## config.mk

```make
export PLATFORM = sky130hd
export DESIGN_NAME = temporal_unary_decoder_flat
export DESIGN_NICKNAME = d
export VERILOG_FILES = /design/src/rtl/temporal_unary_decoder_if.sv /design/src/rtl/temporal_unary_decoder.sv /design/src/flat_wrapper.sv
export SDC_FILE = /design/constraint.sdc
export NUM_CORES = 1
export LEC_CHECK = 0
export ABC_CLOCK_PERIOD_IN_PS = 3160
export CAP_MARGIN = 30
export CORE_ASPECT_RATIO = 0.75
export CORE_MARGIN = 4
export CORE_UTILIZATION = 50
export DETAILED_ROUTE_END_ITERATION = 6
export PLACE_DENSITY = 0.73
export REMOVE_ABC_BUFFERS = 1
export SLEW_MARGIN = 0
export SYNTH_ARGS = -nofsm -noshare
export SYNTH_HDL_FRONTEND = slang
export SYNTH_SLANG_ARGS = --single-unit
```

## constraint.sdc

```tcl
create_clock -name clk -period 3.16 [get_ports clk]
set_input_delay 0.632 -clock clk [delete_from_list [all_inputs] [get_ports clk]]
set_output_delay 0.632 -clock clk [all_outputs]
set_load 0.1 [all_outputs]
```

## src/rtl/temporal_unary_decoder_if.sv

```systemverilog
// Bundles the unary window inputs and the decoded-frame valid/ready outputs.
// The master drives windows and consumes frames; the slave is the decoder.
interface temporal_unary_decoder_if #(
    parameter int LANES     = 16,
    parameter int BIT_WIDTH = 4
) ();
    logic                       start;
    logic [LANES-1:0]           unary_in;
    logic [LANES-1:0]           sign_in;
    logic                       out_valid;
    logic                       out_ready;
    logic [LANES*BIT_WIDTH-1:0] out_data;
    logic [LANES-1:0]           out_sat;
    logic [LANES-1:0]           out_err;
    logic                       busy;

    modport master (
        output start, unary_in, sign_in, out_ready,
        input  out_valid, out_data, out_sat, out_err, busy
    );

    modport slave (
        input  start, unary_in, sign_in, out_ready,
        output out_valid, out_data, out_sat, out_err, busy
    );
endinterface

```

## src/rtl/temporal_unary_decoder.sv

```systemverilog
// Decodes LANES thermometer-coded windows into signed words behind a valid/ready handshake.
// Define THERMO_CHECK_EN to build per-lane thermometer-violation flags onto out_err.
module temporal_unary_decoder #(
    parameter int LANES     = 16,
    parameter int BIT_WIDTH = 4,
    parameter int CNT_W     = BIT_WIDTH
) (
    input  logic                    clk,
    input  logic                    reset_n,
    temporal_unary_decoder_if.slave bus
);
    localparam int                   WINDOW    = 1 << (BIT_WIDTH - 1);
    localparam logic [BIT_WIDTH-1:0] WCNT_LAST = BIT_WIDTH'(WINDOW - 1);
    localparam logic [CNT_W-1:0]     CNT_FULL  = CNT_W'(WINDOW);

    typedef enum logic [1:0] {
        IDLE    = 2'd0,
        COLLECT = 2'd1,
        HOLD    = 2'd2
    } state_e;

    state_e                     state_q, state_d;
    state_e                     start_state_s;
    logic [CNT_W-1:0]           cnt_q [LANES];
    logic [CNT_W-1:0]           cnt_d [LANES];
    logic [LANES-1:0]           sign_q, sign_d;
    logic [BIT_WIDTH-1:0]       wcnt_q, wcnt_d;
    logic                       out_valid_q, out_valid_d;
    logic                       busy_q, busy_d;
    logic [LANES*BIT_WIDTH-1:0] out_data_q, out_data_d;
    logic [LANES-1:0]           out_sat_q, out_sat_d;
    logic                       unary_zero_s, xfer_s, win_start_s, load_s;

    // Negative magnitudes map to -mag (so -WINDOW fits); +WINDOW clamps; zero never carries a sign.
    function automatic logic [BIT_WIDTH-1:0] to_signed_word(input logic [CNT_W-1:0] mag,
                                                            input logic             neg);
        logic [BIT_WIDTH-1:0] m;
        m = BIT_WIDTH'(mag);
        if (mag == {CNT_W{1'b0}}) begin
            to_signed_word = {BIT_WIDTH{1'b0}};
        end else if (neg) begin
            to_signed_word = {BIT_WIDTH{1'b0}} - m;
        end else if (mag == CNT_FULL) begin
            to_signed_word = WCNT_LAST;
        end else begin
            to_signed_word = m;
        end
    endfunction

    // State register plus all datapath and output flops.
    always_ff @(posedge clk or negedge reset_n) begin
        if (!reset_n) begin
            state_q     <= IDLE;
            sign_q      <= {LANES{1'b0}};
            wcnt_q      <= {BIT_WIDTH{1'b0}};
            out_valid_q <= 1'b0;
            busy_q      <= 1'b0;
            out_data_q  <= {(LANES*BIT_WIDTH){1'b0}};
            out_sat_q   <= {LANES{1'b0}};
            for (int i = 0; i < LANES; i++) begin
                cnt_q[i] <= {CNT_W{1'b0}};
            end
        end else begin
            state_q     <= state_d;
            sign_q      <= sign_d;
            wcnt_q      <= wcnt_d;
            out_valid_q <= out_valid_d;
            busy_q      <= busy_d;
            out_data_q  <= out_data_d;
            out_sat_q   <= out_sat_d;
            for (int i = 0; i < LANES; i++) begin
                cnt_q[i] <= cnt_d[i];
            end
        end
    end

    // Next-state logic; a start in HOLD only counts when the frame transfers in the same cycle.
    always_comb begin
        unary_zero_s  = (bus.unary_in == {LANES{1'b0}});
        xfer_s        = out_valid_q & bus.out_ready;
        start_state_s = unary_zero_s ? HOLD : COLLECT;
        win_start_s   = 1'b0;
        state_d       = state_q;
        case (state_q)
            IDLE: begin
                if (bus.start) begin
                    win_start_s = 1'b1;
                    state_d     = start_state_s;
                end else begin
                    state_d = IDLE;
                end
            end
            COLLECT: begin
                if (bus.start) begin
                    win_start_s = 1'b1;
                    state_d     = start_state_s;
                end else if (unary_zero_s || (wcnt_q == WCNT_LAST)) begin
                    state_d = HOLD;
                end else begin
                    state_d = COLLECT;
                end
            end
            HOLD: begin
                if (xfer_s && bus.start) begin
                    win_start_s = 1'b1;
                    state_d     = start_state_s;
                end else if (xfer_s) begin
                    state_d = IDLE;
                end else begin
                    state_d = HOLD;
                end
            end
            default: begin
                state_d = IDLE;
            end
        endcase
    end

    // Handshake and status outputs, registered from the next state.
    always_comb begin
        out_valid_d = (state_d == HOLD);
        busy_d      = (state_d != IDLE);
    end

    // Counters, sign capture and conversion; results latch only on entry into HOLD.
    always_comb begin
        sign_d     = sign_q;
        wcnt_d     = wcnt_q;
        out_data_d = out_data_q;
        out_sat_d  = out_sat_q;
        load_s     = (state_d == HOLD) && ((state_q != HOLD) || win_start_s);
        if (win_start_s) begin
            sign_d = bus.sign_in;
            wcnt_d = BIT_WIDTH'(1);
        end else if (state_q == COLLECT) begin
            wcnt_d = wcnt_q + BIT_WIDTH'(1);
        end else begin
            wcnt_d = wcnt_q;
        end
        for (int i = 0; i < LANES; i++) begin
            if (win_start_s) begin
                cnt_d[i] = CNT_W'(bus.unary_in[i]);
            end else if (state_q == COLLECT) begin
                cnt_d[i] = cnt_q[i] + CNT_W'(bus.unary_in[i]);
            end else begin
                cnt_d[i] = cnt_q[i];
            end
            if (load_s) begin
                out_data_d[i*BIT_WIDTH +: BIT_WIDTH] = to_signed_word(cnt_d[i], sign_d[i]);
                out_sat_d[i] = ~sign_d[i] & (cnt_d[i] == CNT_FULL);
            end else begin
                out_data_d[i*BIT_WIDTH +: BIT_WIDTH] = out_data_q[i*BIT_WIDTH +: BIT_WIDTH];
                out_sat_d[i] = out_sat_q[i];
            end
        end
    end

`ifdef THERMO_CHECK_EN
    logic [LANES-1:0] seen_zero_q, seen_zero_d;
    logic [LANES-1:0] err_q, err_d;
    logic [LANES-1:0] out_err_q, out_err_d;

    // Thermometer tracking flops.
    always_ff @(posedge clk or negedge reset_n) begin
        if (!reset_n) begin
            seen_zero_q <= {LANES{1'b0}};
            err_q       <= {LANES{1'b0}};
            out_err_q   <= {LANES{1'b0}};
        end else begin
            seen_zero_q <= seen_zero_d;
            err_q       <= err_d;
            out_err_q   <= out_err_d;
        end
    end

    // A 1 after a 0 in the same window flags the lane; the bit is still counted above.
    always_comb begin
        seen_zero_d = seen_zero_q;
        err_d       = err_q;
        out_err_d   = out_err_q;
        if (win_start_s) begin
            seen_zero_d = ~bus.unary_in;
            err_d       = {LANES{1'b0}};
        end else if (state_q == COLLECT) begin
            err_d       = err_q | (bus.unary_in & seen_zero_q);
            seen_zero_d = seen_zero_q | ~bus.unary_in;
        end else begin
            err_d = err_q;
        end
        if (load_s) begin
            out_err_d = err_d;
        end else if (win_start_s) begin
            out_err_d = {LANES{1'b0}};
        end else begin
            out_err_d = out_err_q;
        end
    end

    assign bus.out_err = out_err_q;
`else
    assign bus.out_err = {LANES{1'b0}};
`endif

    assign bus.out_valid = out_valid_q;
    assign bus.busy      = busy_q;
    assign bus.out_data  = out_data_q;
    assign bus.out_sat   = out_sat_q;
endmodule
```

## src/flat_wrapper.sv

```systemverilog
// flat-port wrapper written by rule: the top's interface ports become plain ports
module temporal_unary_decoder_flat 
#(
    parameter int LANES     = 16,
    parameter int BIT_WIDTH = 4,
    parameter int CNT_W     = BIT_WIDTH
)
  (clk, reset_n, bus_start, bus_unary_in, bus_sign_in, bus_out_ready, bus_out_valid, bus_out_data, bus_out_sat, bus_out_err, bus_busy);
  temporal_unary_decoder_if #(.LANES(LANES), .BIT_WIDTH(BIT_WIDTH)) bus_i ();
  input  logic clk;
  input  logic reset_n;
  input wire logic [$bits(bus_i.start)-1:0] bus_start;
  input wire logic [$bits(bus_i.unary_in)-1:0] bus_unary_in;
  input wire logic [$bits(bus_i.sign_in)-1:0] bus_sign_in;
  input wire logic [$bits(bus_i.out_ready)-1:0] bus_out_ready;
  output wire logic [$bits(bus_i.out_valid)-1:0] bus_out_valid;
  output wire logic [$bits(bus_i.out_data)-1:0] bus_out_data;
  output wire logic [$bits(bus_i.out_sat)-1:0] bus_out_sat;
  output wire logic [$bits(bus_i.out_err)-1:0] bus_out_err;
  output wire logic [$bits(bus_i.busy)-1:0] bus_busy;
  assign bus_i.start = bus_start;
  assign bus_i.unary_in = bus_unary_in;
  assign bus_i.sign_in = bus_sign_in;
  assign bus_i.out_ready = bus_out_ready;
  assign bus_out_valid = bus_i.out_valid;
  assign bus_out_data = bus_i.out_data;
  assign bus_out_sat = bus_i.out_sat;
  assign bus_out_err = bus_i.out_err;
  assign bus_busy = bus_i.busy;
  temporal_unary_decoder #(.LANES(LANES), .BIT_WIDTH(BIT_WIDTH), .CNT_W(CNT_W)) u_core (.clk(clk), .reset_n(reset_n), .bus(bus_i));
endmodule
```

==> results of run 1 <==
[worst max-delay path: cells and delay by family]
family / cells / cell delay, ns
adders and majority gates: 3 / 0.83
buffers and inverters: 1 / 0.49
and+or+nand+nor: 2 / 0.42
AOI/OAI and AO/OA: 2 / 0.40
muxes: 2 / 0.39
[through the flow]
step                      std cells  TNS (ns)  hold WS (ns)  cell area, sq um  util [%]
after detailed placement       1528     -1.26         0.463             11900      61.1
after CTS                      1560         0         0.240             12600      64.3
after global routing           1560         0         0.263             12600      64.3
after global placement         1528   -0.0539         0.453             11900      61.1
after floorplan                1047    -97.07         0.336              9730         -
final                          1560         0         0.203             12600      64.3
[worst max path at each step]
stage	end	depth (start not counted)
after floorplan	u_core.bus.out_data[23]$_DFFE_PN0P_	6
after global placement	u_core.bus.out_sat[14]$_DFFE_PN0P_	9
after global routing	u_core.bus.out_data[6]$_DFFE_PN0P_	9
after CTS	u_core.bus.out_data[6]$_DFFE_PN0P_	9
final	u_core.bus.out_data[13]$_DFFE_PN0P_	10
after detailed placement	u_core.bus.out_data[9]$_DFFE_PN0P_	8
[cell usage in the layout (no fill, tap or decap), types with 17 or more instances in the layout]
| cell type | synthesis | final |
|---|---|---|
| nand2_1 | 108 | 108 |
| inv_1 | 46 | 46 |
| nor2_1 | 107 | 107 |
| o21ai_1 | 18 | 18 |
| clkbuf_16 | 0 | 17 |
| a21oi_1 | 66 | 65 |
| xor2_1 | 31 | 31 |
| xnor2_1 | 18 | 18 |
| clkdlybuf4s50_1 | 0 | 34 |
| nor3_1 | 19 | 19 |
| mux2i_1 | 20 | 20 |
| a31oi_1 | 24 | 24 |
| o31ai_1 | 35 | 35 |
| o21ai_0 | 51 | 51 |
| ha_1 | 49 | 49 |
| buf_4 | 22 | 188 |
| dfrtp_1 | 168 | 168 |
| or3_1 | 25 | 25 |
| nand3b_1 | 22 | 22 |
[power breakdown]
group | total, mW | switching (mW) | internal (mW) | leakage, nW
combinational | 6.66 | 4.61 | 2.06 | 3.47
sequential | 3.14 | 0.438 | 2.70 | 2.20
clock | 2.23 | 0.932 | 1.30 | 0.301
total | 12.0 | 5.98 | 6.05 | 5.97
[routing by layer]
metal,vias up,wire length (um)
met4,0,422
met5,-,0
met2,315,12100
met3,33,1570
met1,4391,13400
li1,4363,-
[registers in the layout, indices dropped and copies added, names as in the netlist]
register / flops
u_core.bus.busy: 1
u_core.bus.out_sat: 16
u_core.bus.out_valid: 1
u_core.cnt_q: 64
u_core.wcnt_q: 4
u_core.bus.out_data: 64
u_core.state_q: 2
u_core.sign_q: 16
[cell families (layout without fill, tap and decap cells)]
kind of cell | Yosys count | count (layout) | share of synthesized area (%)
DFF | 168 | 168 | 41.8
adders and majority gates | 49 | 49 | 6.10
and+or+nand+nor | 382 | 382 | 18.9
muxes | 27 | 27 | 2.88
other | 1 | 16 | 0.0373
buffers and inverters | 122 | 315 | 5.78
AOI/OAI and AO/OA | 300 | 300 | 20.0
xor gates and xnor gates | 50 | 50 | 4.43
[final cells by class]
cell class,count,area [sq um]
timing repair buffer,228,1860
inverter,55,206
tap,253,317
clock buffer,19,453
clock inverter,13,168
multi-input combinational,824,5350
sequential,168,4200
fill,1616,6980
==> impl_metrics.env, run 1 <==
export IMPL_status="finished clean"
export IMPL_fin_nets=1379
export IMPL_ys_ff_latch=168
export IMPL_clock_latency_ns=0.44
export IMPL_grt_busiest_layer="met2"
export IMPL_cts_tree="yes"
export IMPL_grt_pass1_wl_mm=44.5
export IMPL_end_kind="register"
export IMPL_cts_buffers=17
export IMPL_synth_area_leader_cell="dfrtp_1"
export IMPL_area_growth_pct=25.0
export IMPL_routabilityCongestion=0.892
export IMPL_grtUsageMet3_pct=3.97
export IMPL_dr_pass1_iters=5
export IMPL_grt_use_total_pct=24.8
export IMPL_startpoint_type="input port"
export IMPL_slew_headroom_pct=50.4
export IMPL_antenna_found_initial=0
export IMPL_avgSynthCellArea_sq_um=9.14
export IMPL_cts_num_sinks=168
export IMPL_viasPerCell=5.83
export IMPL_diodes=0
export IMPL_post_route_period_util_pct=89.9
export IMPL_synth_ff_type="dfrtp_1"
export IMPL_cpPeakStageDelay_ns=0.49
export IMPL_clock_root_buffer="clkbuf_16"
export IMPL_hp_class="in2async"
export IMPL_die_h_um=131
export IMPL_seq_area_frac_synth_pct=41.8
export IMPL_crit_arrival_ns=3.17
export IMPL_syn_area_sq_um=10000
export IMPL_pre_cts_ws_ns=-0.107
export IMPL_path_max_fanout=6
export IMPL_period_needed_ns=2.84
export IMPL_cellLeakagePower_nw=5.97
export IMPL_drt_iter0_drc=756
export IMPL_antenna_left=0
export IMPL_yosysMostFrequentCell="dfrtp_1"
export IMPL_worstSetupStartpoint="bus_unary_in[3]"
export IMPL_setup_violations=0
export IMPL_wl_mm=27.4
export IMPL_wire_per_inst_um=17.6
export IMPL_power_mw=12.0
export IMPL_finalHoldViolCount=0
export IMPL_synthTopCellsByArea="dfrtp_1 (42%), ha_1 (6.1%), nand2_1 (4.0%), nor2_1 (4.0%), a21oi_1 (3.3%)"
export IMPL_cts_resized=0
export IMPL_fmax_ghz=0.352
export IMPL_vias=9102
export IMPL_synth_edf_count=0
export IMPL_cp_cell_sequence="clkdlybuf4s50_1 > ha_1 > ha_1 > mux2i_1 > or2_2 > ha_1 > o21ai_1 > nand2_1 > mux2_2 > a22o_1"
export IMPL_dpl_hpwl_mm=19.9
export IMPL_crit_slowest_cell="clkdlybuf4s50_1"
export IMPL_rsz0062_at_grt="false"
export IMPL_hold_buffers=0
export IMPL_die_area_sq_um=22400
export IMPL_io_buffers=117
export IMPL_ios=134
export IMPL_clk_path_buf_depth=2
export IMPL_overflow=0
export IMPL_yosysWarnings=0
export IMPL_path_class="in2reg"
export IMPL_core_area_sq_um=19500
export IMPL_cp_required_ns=3.49
export IMPL_reg2reg_slack_ns=0.42
export IMPL_clk_pin_slew_ns=0.07
export IMPL_drive_above_1_share_pct=20.4
export IMPL_synthTopCellsByCount="dfrtp_1 (168), nand2_1 (108), nor2_1 (107), a21oi_1 (66), o21ai_0 (51)"
export IMPL_synth_top_area_share_pct=41.8
export IMPL_worstReg2RegStart="u_core.state_q[0]$_DFF_PN0_"
export IMPL_slew_viol_final=0
export IMPL_worstRegToRegCells=8
export IMPL_async_reset_ff_share_pct=100
export IMPL_irDropWorstVdd_uv=720
export IMPL_reg2reg_to="u_core.bus.out_sat[14]$_DFFE_PN0P_"
export IMPL_use_met2_pct=38.1
export IMPL_cp_common_cell="ha_1"
export IMPL_synth_cells=1099
export IMPL_post_cts_setup_buffers=0
export IMPL_tightest_slew_ns=0.745
export IMPL_pwr_density_cell_nw_per_um2=958
export IMPL_setup_slack_ns=0.320
export IMPL_grt_max_degree=75
export IMPL_fp_dieW_um=172
export IMPL_fin_worst_skew_ns=0.0110
export IMPL_drc_errors=0
export IMPL_ys_types=78
export IMPL_met1_usage_pct=36.8
export IMPL_htree_levels=4
export IMPL_rows=44
export IMPL_grt_pass1_vias=8660
export IMPL_initial_core_util_pct=51.4
export IMPL_maxCapViolations=0
(Power assumes the default switching activity.)
==> run 2, diff against run 1 <==
- CORE_MARGIN: 4 -> 2
==> run 2 against run 1 <==
First-iteration DRC count increased by 2.1%. Die area decreased by 5.3%. Wire length decreased by 2.3%. Global-route usage increased by 0.68 points. Clock power about the same. Clock skew decreased by 0.0022 ns. Non-clock buffer count decreased by 17. Flip-flop and latch count unchanged. Sequential power about the same. Final area decreased by 0.73%. Fmax decreased by 2.6%. Critical path type unchanged. Critical endpoint is now u_core.bus.out_data[59]$_DFFE_PN0P_. Highest routed layer unchanged.
==> impl_metrics.env, run 2 (synthesis gave the netlist of run 1 again) <==
export IMPL_overflow=0
export IMPL_power_mw=12.0
export IMPL_status="finished clean"
export IMPL_tightest_slew_ns=0.970
export IMPL_finalHoldViolCount=0
export IMPL_grt_pass1_vias=8503
export IMPL_worstSetupStartpoint="bus_out_ready"
export IMPL_cts_tree="yes"
export IMPL_grt_use_total_pct=25.4
export IMPL_fin_worst_skew_ns=0.00875
export IMPL_area_growth_pct=24.1
export IMPL_hold_ws_ns=0.319
export IMPL_clk_path_buf_depth=2
export IMPL_rsz0062_at_grt="false"
export IMPL_antenna_found_initial=0
export IMPL_drive_above_1_share_pct=19.3
export IMPL_share_comb_of_total_power_pct=55.2
export IMPL_rows=44
export IMPL_path_max_fanout=11
export IMPL_grt_pass1_wl_mm=43.7
export IMPL_wl_met1_mm=13.0
export IMPL_swShare_pct=49.4
export IMPL_worstReg2RegStart="u_core.state_q[1]$_DFF_PN0_"
export IMPL_wire_per_inst_um=17.4
export IMPL_intPower_mw=6.09
export IMPL_highest_layer="met4"
export IMPL_fin_setup_tns_ns=0
export IMPL_post_cts_setup_buffers=0
export IMPL_antenna_left=0
export IMPL_core_area_sq_um=19500
export IMPL_postLayoutCoreUtil_pct=63.8
export IMPL_slew_headroom_pct=35.3
export IMPL_clk_pin_slew_ns=0.07
export IMPL_irDropWorstVdd_uv=460
export IMPL_htree_levels=4
export IMPL_cp_required_ns=3.52
export IMPL_hp_class="in2async"
export IMPL_layout_commonest_cell="buf_4"
export IMPL_clock_root_buffer="clkbuf_16"
export IMPL_final_cells=1542
export IMPL_cellLeakagePower_nw=5.91
export IMPL_cts_num_sinks=168
export IMPL_path_depth=9
export IMPL_fin_nets=1362
export IMPL_fmax_ghz=0.343
export IMPL_crit_arrival_ns=3.27
export IMPL_p_sw_mw=5.94
export IMPL_p_seq_share_pct=26.2
export IMPL_ios=134
export IMPL_wl_met2_mm=11.8
export IMPL_cpLargestDelayFamily="compound AO/OA/AOI/OAI gates"
export IMPL_met3_wirelength_mm=1.64
export IMPL_routabilityCongestion=0.908
export IMPL_post_route_period_util_pct=92.3
export IMPL_startpoint_type="input port"
export IMPL_mostFrequentLayoutCells="buf_4 (168), dfrtp_1 (167), nand2_1 (108), nor2_1 (107), a21oi_1 (65)"
export IMPL_cp_cell_sequence="clkdlybuf4s50_1 > and3b_1 > o21ai_4 > nor2_1 > or3_1 > ha_1 > a2111oi_0 > a21oi_1 > a31oi_1"
export IMPL_clock_latency_ns=0.44
export IMPL_setup_violations=0
export IMPL_vias=8968
export IMPL_diodes=0
export IMPL_path_class="in2reg"
export IMPL_placedCellCount=1511
export IMPL_crit_buf_inv=1
export IMPL_io_buffers=117
export IMPL_period_needed_ns=2.92
export IMPL_drt_iter0_drc=772
export IMPL_crit_slowest_cell="a2111oi_0"
export IMPL_maxCapViolations=0
export IMPL_drc_errors=0
export IMPL_pwr_density_cell_nw_per_um2=965
export IMPL_dr_pass1_iters=7
export IMPL_p_clk_share_pct=18.7
export IMPL_grt_max_degree=169
export IMPL_end_kind="register"
export IMPL_viasPerCell=5.82
export IMPL_die_area_sq_um=21300
export IMPL_cpPeakStageDelay_ns=0.48
export IMPL_wl_mm=26.8
export IMPL_cts_buffers=17
export IMPL_worstRegToRegCells=8
export IMPL_fp_dieW_um=168
export IMPL_initial_core_util_pct=51.4
export IMPL_die_h_um=127
export IMPL_dpl_hpwl_mm=19.0
export IMPL_slew_viol_final=0
## run 2: cell types whose count changed in the layout (fill, tap and decap cells not counted), moves of 3 or more
cell      previous run  this run
buf_4              188       168
clkinv_2             2         5
buf_12               5         8
inv_6                4         0
## run 2: power groups by stage
| stage | Combinational (mW) | Sequential [mW] | Clock (mW) |
|---|---|---|---|
| after floorplan | 2.48 | 5.34 | 0 |
| after global placement | 6.47 | 3.16 | 0 |
| after detailed placement | 6.57 | 3.17 | 0 |
| after CTS | 6.62 | 3.14 | 2.26 |
| after global routing | 7.11 | 3.22 | 2.36 |
| final | 6.64 | 3.15 | 2.25 |
## run 2: path summary, 6_finish.rpt
| kind | slack [ns] | end |
|---|---|---|
| max | 0.24 | u_core.bus.out_data[59]$_DFFE_PN0P_ |
| min | 0.32 | u_core.bus.out_data[58]$_DFFE_PN0P_ |
| max reg2reg | 0.25 | u_core.bus.out_data[59]$_DFFE_PN0P_ |
| min reg2reg | 0.47 | u_core.bus.out_sat[11]$_DFFE_PN0P_ |
| max in group asynchronous | 2.10 | u_core.cnt_q[36]$_DFF_PN0_ |
| min in group clk | 0.47 | u_core.bus.out_sat[11]$_DFFE_PN0P_ |
## run 2: final cells by class
cell class              instances  area (sq um)
well taps                     253           317
flip-flops and latches        168          4210
repair buffers                211          1770
clock inverters                13           179
fillers                      1630          7080
multi-input cells             824          5350
inverters                      55           206
clock buffers                  18           439
## run 2: per-layer routing
layer	track usage, %	vias to the layer above
li1	-	4319
met1	37.9	4335
met2	38.6	290
met3	4.77	24
met4	5.88	0
met5	0	-
## run 2: through the flow
step,cell area (sq um),setup WS [ns]
after detailed placement,11800,-0.184
after CTS,12500,0.210
after floorplan,9730,-1.83
after global placement,11800,-0.0358
final,12500,0.245
after global routing,12500,0.0440
## run 2: what timing repair did
action / in CTS / in global routing
gates resized for setup: 0 / 1
hold buffers: 0 / 0
endpoints found under the setup margin: 0 / 1
==> run 3, diff against run 2 <==
- CORE_MARGIN: 2 -> 5
==> run 3 against run 2 <==
Core utilization about the same. Non-clock buffer count rose by 7. Combinational power about the same. Worst setup slack better by 0.028 ns. Via count fell by 0.86%. Die area grew 8.5%. Critical path type unchanged. Largest power group unchanged.
==> impl_metrics.env, run 3 (synthesis gave the netlist of run 1 again) <==
export IMPL_initial_core_util_pct=51.4
export IMPL_hp_class="in2async"
export IMPL_dr_pass1_iters=5
export IMPL_cellLeakagePower_nw=5.91
export IMPL_multi_input_area_sq_um=5350
export IMPL_grt_pass1_vias=8543
export IMPL_wire_per_inst_um=17.1
export IMPL_rows=44
export IMPL_drc_errors=0
export IMPL_p_clk_share_pct=17.8
export IMPL_diodes=0
export IMPL_worstSetupStartpoint="bus_start"
export IMPL_area_growth_pct=24.2
export IMPL_path_class="in2reg"
export IMPL_grt_max_degree=60
export IMPL_cts_resized=0
export IMPL_grt_use_total_pct=22.9
export IMPL_p_seq_share_pct=26.4
export IMPL_cp_cell_sequence="clkdlybuf4s50_1 > or3b_2 > o22ai_1 > or3_1 > ha_1 > o21ai_0 > or4_1 > o21ai_1"
export IMPL_routabilityCongestion=0.886
export IMPL_maxCapViolations=0
export IMPL_finalHoldViolCount=0
export IMPL_worstRegToRegCells=9
export IMPL_intPower_mw=6.07
export IMPL_pwr_density_cell_nw_per_um2=955
export IMPL_reg2reg_slack_ns=0.35
export IMPL_antenna_left=0
export IMPL_mostFrequentLayoutCells="buf_4 (176), dfrtp_1 (168), nand2_1 (108), nor2_1 (107), a21oi_1 (65)"
export IMPL_antenna_found_initial=0
export IMPL_core_area_sq_um=19500
export IMPL_io_buffers=117
export IMPL_wl_mm=26.4
export IMPL_grt_pass1_wl_mm=44.0
export IMPL_startpoint_type="input port"
export IMPL_period_needed_ns=2.89
export IMPL_drt_iter0_drc=614
export IMPL_reg2reg_to="u_core.bus.out_data[2]$_DFFE_PN0P_"
export IMPL_clock_root_buffer="clkbuf_16"
export IMPL_drive_above_1_share_pct=19.4
export IMPL_cts_tree="yes"
export IMPL_clock_latency_ns=0.42
export IMPL_htree_levels=4
export IMPL_num_fill_cells=1648
export IMPL_irDropWorstVdd_uv=573
export IMPL_cts_buffers=17
export IMPL_crit_slowest_cell="or3b_2"
export IMPL_share_comb_of_total_power_pct=55.8
export IMPL_seqCellArea_sq_um=4200
export IMPL_p_sw_mw=5.85
export IMPL_slew_headroom_pct=61.1
export IMPL_die_h_um=133
export IMPL_viasPerCell=5.74
export IMPL_fin_nets=1369
export IMPL_cts_num_sinks=168
export IMPL_clk_pin_slew_ns=0.07
export IMPL_end_kind="register"
export IMPL_cpPeakStageDelay_ns=0.61
export IMPL_place_area_sq_um=11900
export IMPL_final_cell_area_sq_um=12500
export IMPL_overflow=0
export IMPL_crit_arrival_ns=3.24
export IMPL_layout_commonest_cell="buf_4"
export IMPL_fin_worst_skew_ns=0.0107
export IMPL_cp_required_ns=3.52
export IMPL_fmax_ghz=0.346
export IMPL_hold_ws_ns=0.167
export IMPL_vias=8891
export IMPL_hold_buffers=0
export IMPL_post_cts_setup_buffers=0
export IMPL_path_max_fanout=6
export IMPL_setup_violations=0
export IMPL_clk_path_buf_depth=2
export IMPL_fp_dieW_um=174
export IMPL_slew_viol_final=0
export IMPL_swShare_pct=49.1
export IMPL_status="finished clean"
export IMPL_tightest_slew_ns=0.583
export IMPL_post_route_period_util_pct=91.4
export IMPL_die_area_sq_um=23100
export IMPL_rsz0062_at_grt="false"
export IMPL_ios=134
export IMPL_worstReg2RegStart="u_core.state_q[0]$_DFF_PN0_"
export IMPL_dpl_hpwl_mm=19.5
-- run 3: worst max path at each step --
stage,to,slack [ns],cells past startpoint
6_report,u_core.bus.out_sat[6]$_DFFE_PN0P_,0.27,8
5_1_grt,u_core.bus.out_sat[14]$_DFFE_PN0P_,0.12,11
4_1_cts,u_core.bus.out_sat[6]$_DFFE_PN0P_,0.32,8
3_5_place_dp,u_core.bus.out_sat[6]$_DFFE_PN0P_,-0.13,8
3_3_place_gp,u_core.bus.out_sat[1]$_DFFE_PN0P_,-0.12,8
2_1_floorplan,u_core.bus.out_data[23]$_DFFE_PN0P_,-1.83,6
-- run 3: through the flow --
step                      power, mW  instances  TNS [ns]  setup WS, ns  util (%)
after detailed placement       9.78       1518     -1.08        -0.135      60.8
after floorplan                7.82       1047    -97.07         -1.83         -
after global placement         9.71       1518     -1.26        -0.121      60.8
after global routing           12.6       1548         0         0.117      63.8
final                          11.9       1548         0         0.273      63.8
after CTS                      11.9       1548         0         0.315      63.8
-- run 3: cell type report --
cell class	instances	area share [%]
multi-input combinational	824	42.9
sequential	168	33.7
timing repair buffer	218	14.5
clock buffer	22	3.72
tap	253	2.54
inverter	55	1.65
clock inverter	8	0.983
-- run 3: per-layer routing --
layer	share of wire [%]	up-vias	GRT usage, %	routed length, um
met5	0	-	0	0
met2	43	211	34.2	11400
li1	-	4341	-	-
met1	50	4315	34.8	13300
met3	5.2	24	4.25	1370
met4	1.4	0	5.10	373
-- run 3: power groups by stage --
stage	Sequential [mW]	Clock, mW	Combinational (mW)
3_5_place_dp	3.17	0	6.61
6_report	3.15	2.12	6.65
5_1_grt	3.21	2.25	7.14
2_1_floorplan	5.34	0	2.48
3_3_place_gp	3.16	0	6.55
4_1_cts	3.14	2.15	6.65
-- run 3: critical path: cells and delay by family --
| family | cells | cell delay, ns |
|---|---|---|
| adders and majority gates | 1 | 0.24 |
| buffers and inverters | 1 | 0.55 |
| and+or+nand+nor | 3 | 1.22 |
| AOI/OAI and AO/OA | 3 | 0.60 |
==> edit 1 (flow settings as in run 1) <==
`LANES` is set to 16 in 3 places; all go to 32.
--- a/src/rtl/temporal_unary_decoder_if.sv
+++ b/src/rtl/temporal_unary_decoder_if.sv
@@ -1,7 +1,7 @@
 // Bundles the unary window inputs and the decoded-frame valid/ready outputs.
 // The master drives windows and consumes frames; the slave is the decoder.
 interface temporal_unary_decoder_if #(
-    parameter int LANES     = 16,
+    parameter int LANES     = 32,
     parameter int BIT_WIDTH = 4
 ) ();
     logic                       start;
--- a/src/rtl/temporal_unary_decoder.sv
+++ b/src/rtl/temporal_unary_decoder.sv
@@ -1,7 +1,7 @@
 // Decodes LANES thermometer-coded windows into signed words behind a valid/ready handshake.
 // Define THERMO_CHECK_EN to build per-lane thermometer-violation flags onto out_err.
 module temporal_unary_decoder #(
-    parameter int LANES     = 16,
+    parameter int LANES     = 32,
     parameter int BIT_WIDTH = 4,
     parameter int CNT_W     = BIT_WIDTH
 ) (
--- a/src/flat_wrapper.sv
+++ b/src/flat_wrapper.sv
@@ -1,7 +1,7 @@
 // flat-port wrapper written by rule: the top's interface ports become plain ports
 module temporal_unary_decoder_flat 
 #(
-    parameter int LANES     = 16,
+    parameter int LANES     = 32,
     parameter int BIT_WIDTH = 4,
     parameter int CNT_W     = BIT_WIDTH
 )
Interface: changed (5 resized); port bits go from 134 to 262. No check against the original RTL was run, so the function may have changed too.
==> edit 1 against run 1 <==
  * Area after synthesis grew 91%
  * Die area up 86%
  * Sequential cell count is 160 higher
  * Cell area rose by 89%
  * Routed wire length rose by 100%
  * Synthesized cell count increased by 86%
  * Register-to-register slack worse by 0.098 ns
  * Critical path type is now reg -> reg
  * Clock power up 91%
  * Setup slack better by 0.0021 ns
  * Power grew 97%
  * Combinational power is 98% higher
==> edit 1: results (changes against run 1) <==
metric	value	unit	change
DR pass1 iterations	6		+1
post-CTS setup buffers	0		unchanged
Max Clock Skew	0.0171	ns	+0.00609 ns
CP max stage delay	0.62	ns	+0.13 ns
GPL Wtd Cong	0.912		+2.2%
fill count	3119		+93%
port bufs	229		+96%
initial antenna violation count	1		+1
most frequent cells after synthesis	dfrtp_1, nand2_1, o21ai_0		
final hold slack	0.0949	ns	-0.108 ns
CP Data Arrival Time	3.30	ns	+0.13 ns
status	completed		
worst-path fanout max	16		+10
first-pass GRT wire length	90.2	mm	+100%
Iter 0 DRT Violations	1434		+90%
Setup-failing EPs final	0		unchanged
H-tree depth	2		-2
Worst R2R Setup Slack	0.32	ns	-0.10 ns
post_cts resized	0		unchanged
largest net degree at the start of global routing	78		+4.0%
Avg WL per Cell	19.5	um	+11%
reg2reg path depth	9		+1
Most used DFF post-synth	dfrtp_1		
CP max-delay cell	dfrtp_2		
count of cell types in the netlist	64		-18%
Hold WC Path Type	in -> async		
vias in the first global route	17100		+98%
Seq/Total Area, Yosys	0.427		+0.00854
Slew @ Worst Pin	0.658	ns	-0.0863 ns
Final Hold Fails	0		unchanged
overall routing resource usage	0.267		+0.0193
layout cell share with drive strength beyond 1	0.211		+0.00707
Max clock buf depth	3		+1
worst r2r src	u_core.state_q[0]		
peak supply drop	824	uV	+14%
root buf cell	clkbuf_16		
Yosys warning total	0		unchanged
post-DP HPWL	39.8	mm	+100%
synth top area cells	dfrtp_1, ha_1, nand2_1		
FF-to-FF End	u_core.bus.out_data[56]		
leak pwr	11.3	nW	+90%
Clock transition at path regs	0.06	ns	
asr flop ratio synth	1.00		unchanged
total CTS buffers	36		+19
Layout Nets	2525		+83%
dpl ws	-0.0383	ns	+0.0683 ns
Via density	5.97		+2.4%
Clk Latency, worst-skew pair	0.54	ns	+0.10 ns
Largest delay share family, worst path	simple AND/OR/NAND/NOR gates		
edit 1: cell count changes after synthesis, moves of 42 or more:
cell and delta:
dfrtp_1 +160, o21ai_0 +76, nand2_1 +65, a21oi_1 +43, mux2i_1 +42, ha_1 +48
nand3_1 +61, o21ai_1 +97
edit 1: layout make-up:
class,count,share of cell area
Sequential cell,328,0.346
Inverter,118,0.0187
Clock inverter,10,0.00559
Multi-Input combinational cell,1499,0.420
Antenna cell,2,0.000211
Clock buffer,47,0.0431
Timing Repair Buffer,377,0.140
Tap cell,504,0.0266
edit 1: cells by family after synthesis:
group,count (synthesis),share of synthesized area
other cells,1,0.000195
xor+xnor,35,0.0202
mux,78,0.0417
simple gates,620,0.169
compound gates,637,0.216
buf+inv,248,0.0624
flops,328,0.427
fa+ha+maj,97,0.0631
edit 1: worst max-delay path by stage:
stage | startpoint | endpoint | slack, ns
after CTS | u_core.state_q[0] | u_core.bus.out_data[56] | 0.36
after floorplan | u_core.bus.out_valid | u_core.bus.out_data[25] | -6.70
after global placement | bus_out_ready | u_core.bus.out_data[73] | -0.01
final | u_core.state_q[0] | u_core.bus.out_data[56] | 0.32
after detailed placement | bus_unary_in[29] | u_core.bus.out_data[54] | -0.04
after global routing | u_core.state_q[0] | u_core.bus.out_data[56] | 0.17
edit 1: metrics by stage:
step            TNS, ns  area (sq um)  cells
2_1_floorplan  -1622.93         18600   1945
3_3_place_gp    -0.0135         22600   2826
3_5_place_dp     -0.198         22600   2826
4_1_cts               0         23700   2883
5_1_grt               0         23700   2884
6_report              0         23700   2885
edit 1: routing by layer:
layer  vias to the layer above  global-route usage  part of all wire
li1                       8095                   -                 -
met1                      8427               0.379              0.45
met2                       617               0.424              0.45
met3                        97              0.0483             0.073
met4                         0              0.0723             0.024
met5                         -                   0                 0
edit 1: power breakdown:
group | switching (W) | leakage, nW | internal [W]
Clock | 0.00175 | 0.575 | 0.00251
Sequential | 0.000899 | 4.26 | 0.00537
Combinational | 0.00945 | 6.51 | 0.00373
==> edit 2 (flow settings as in run 1) <==
Made on the original files. The 3 states of `state_e` get a one-hot encoding in 3 bits.
--- a/src/rtl/temporal_unary_decoder.sv
+++ b/src/rtl/temporal_unary_decoder.sv
@@ -13,10 +13,10 @@
     localparam logic [BIT_WIDTH-1:0] WCNT_LAST = BIT_WIDTH'(WINDOW - 1);
     localparam logic [CNT_W-1:0]     CNT_FULL  = CNT_W'(WINDOW);
 
-    typedef enum logic [1:0] {
-        IDLE    = 2'd0,
-        COLLECT = 2'd1,
-        HOLD    = 2'd2
+    typedef enum logic [2:0] {
+        IDLE    = 3'b001,
+        COLLECT = 3'b010,
+        HOLD    = 3'b100
     } state_e;
 
     state_e                     state_q, state_d;
Behaviour: same outputs for any inputs over 4 cycles, from zero or initial values and one cycle with reset_n low; so few cycles prove little.
==> edit 2 against run 1 <==
  * Setup slack got worse by 0.042 ns
  * Die area increased by 1.6%
  * Synthesized cell count decreased by 2.5%
  * Power decreased by 11%
  * Routed wire length decreased by 2.5%
  * Sequential cell count increased by 1
  * Fmax decreased by 1.5%
  * Cell area increased by 3.9%
  * Area after synthesis increased by 1.7%
  * Sequential power decreased by 9.9%
  * Clock skew increased by 0.0025 ns
==> edit 2: results (changes against run 1) <==
metric	value	unit	change
worst-path fanout max	7		+1
GPL Wtd Cong	0.916		+2.6%
Setup crit start	bus_start		
Slew @ Worst Pin	0.725	ns	-0.0192 ns
status	completed		
Met3 Wirelength	1.47	mm	-6.1%
vias in the first global route	8766		+1.2%
Max Clock Skew	0.0135	ns	+0.00249 ns
count of cell types in the netlist	77		-1.3%
largest net degree at the start of global routing	72		-4.0%
Period minus WS final	2.88	ns	+0.0421 ns
Synth Area in Compound Gates	0.187		-0.0129
post-DP HPWL	19.2	mm	-3.5%
port bufs	117		unchanged
Synth Instances	1072		-2.5%
Worst R2R Setup Slack	0.31	ns	-0.11 ns
dpl cells	1543		+0.98%
most frequent cells after synthesis	dfrtp_1, nand2_1, o21ai_0		
dpl ws	-0.153	ns	-0.0467 ns
Post-Synth Adder-Cell Area	0.0600		-0.00101
Comb pwr share	0.533		-0.021
Layout Nets	1394		+1.1%
switching share of power	0.405		-0.0914
final hold slack	0.207	ns	+0.00379 ns
Seq/Total Area, Yosys	0.414		-0.00435
via count	8925		-1.9%
Avg WL per Cell	17.0	um	-3.4%
reg2reg path depth	10		+2
Seq pwr share	0.265		+0.004
Most used DFF post-synth	dfrtp_1		
mux cell area share after synthesis	0.0690		+0.0402
layout cell share with drive strength beyond 1	0.269		+0.0650
worst r2r src	u_core.state_q[0]		
placed instance area	12500	sq um	+4.3%
fraction of synthesized cell area in xor and xnor cells	0.0326		-0.0118
Seq group	0.00283	W	-9.9%
first-pass GRT wire length	44.9	mm	+0.99%
worst setup path endpoint	u_core.bus.out_data[60]		
FF-to-FF End	u_core.bus.out_data[24]		
CP Data Arrival Time	3.26	ns	+0.09 ns
overall routing resource usage	0.238		-0.00964
leak pwr	6.29	nW	+5.4%
synth top area cells	dfrtp_1, ha_1, nand2_1		
Iter 0 DRT Violations	649		-14%
peak supply drop	457	uV	-37%
Via density	5.67		-2.9%
fill count	1593		-1.4%
met2 WL post-DR	11.8	mm	-1.9%
M1 wire length	12.9	mm	-3.3%
edit 2: critical path, cell delays in order:
cell and delay [ns]:
clkdlybuf4s50_1 0.50, or3b_1 0.39, o22a_4 0.31, buf_4 0.19, o21ai_0 0.30, ha_1 0.24
o21ai_0 0.10, or3b_1 0.40, nand2_1 0.08, a22o_1 0.11
edit 2: final cells by class:
cell class / instances / area [sq um] / area share
Multi-Input combinational cell: 778 / 5420 / 0.415
Sequential cell: 169 / 4230 / 0.324
Timing Repair Buffer: 271 / 2220 / 0.170
Clock buffer: 18 / 439 / 0.0336
Tap cell: 253 / 317 / 0.0242
Inverter: 72 / 270 / 0.0207
Clock inverter: 14 / 158 / 0.0121
edit 2: cells by family after synthesis:
group,Yosys count
simple gates,340
compound gates,278
flops,169
buf+inv,140
mux,57
fa+ha+maj,49
xor+xnor,38
other cells,1
edit 2: layer usage:
layer	global-route usage	up-vias
li1	-	4337
met1	0.343	4285
met2	0.366	265
met3	0.0447	38
met4	0.0758	0
met5	0	-
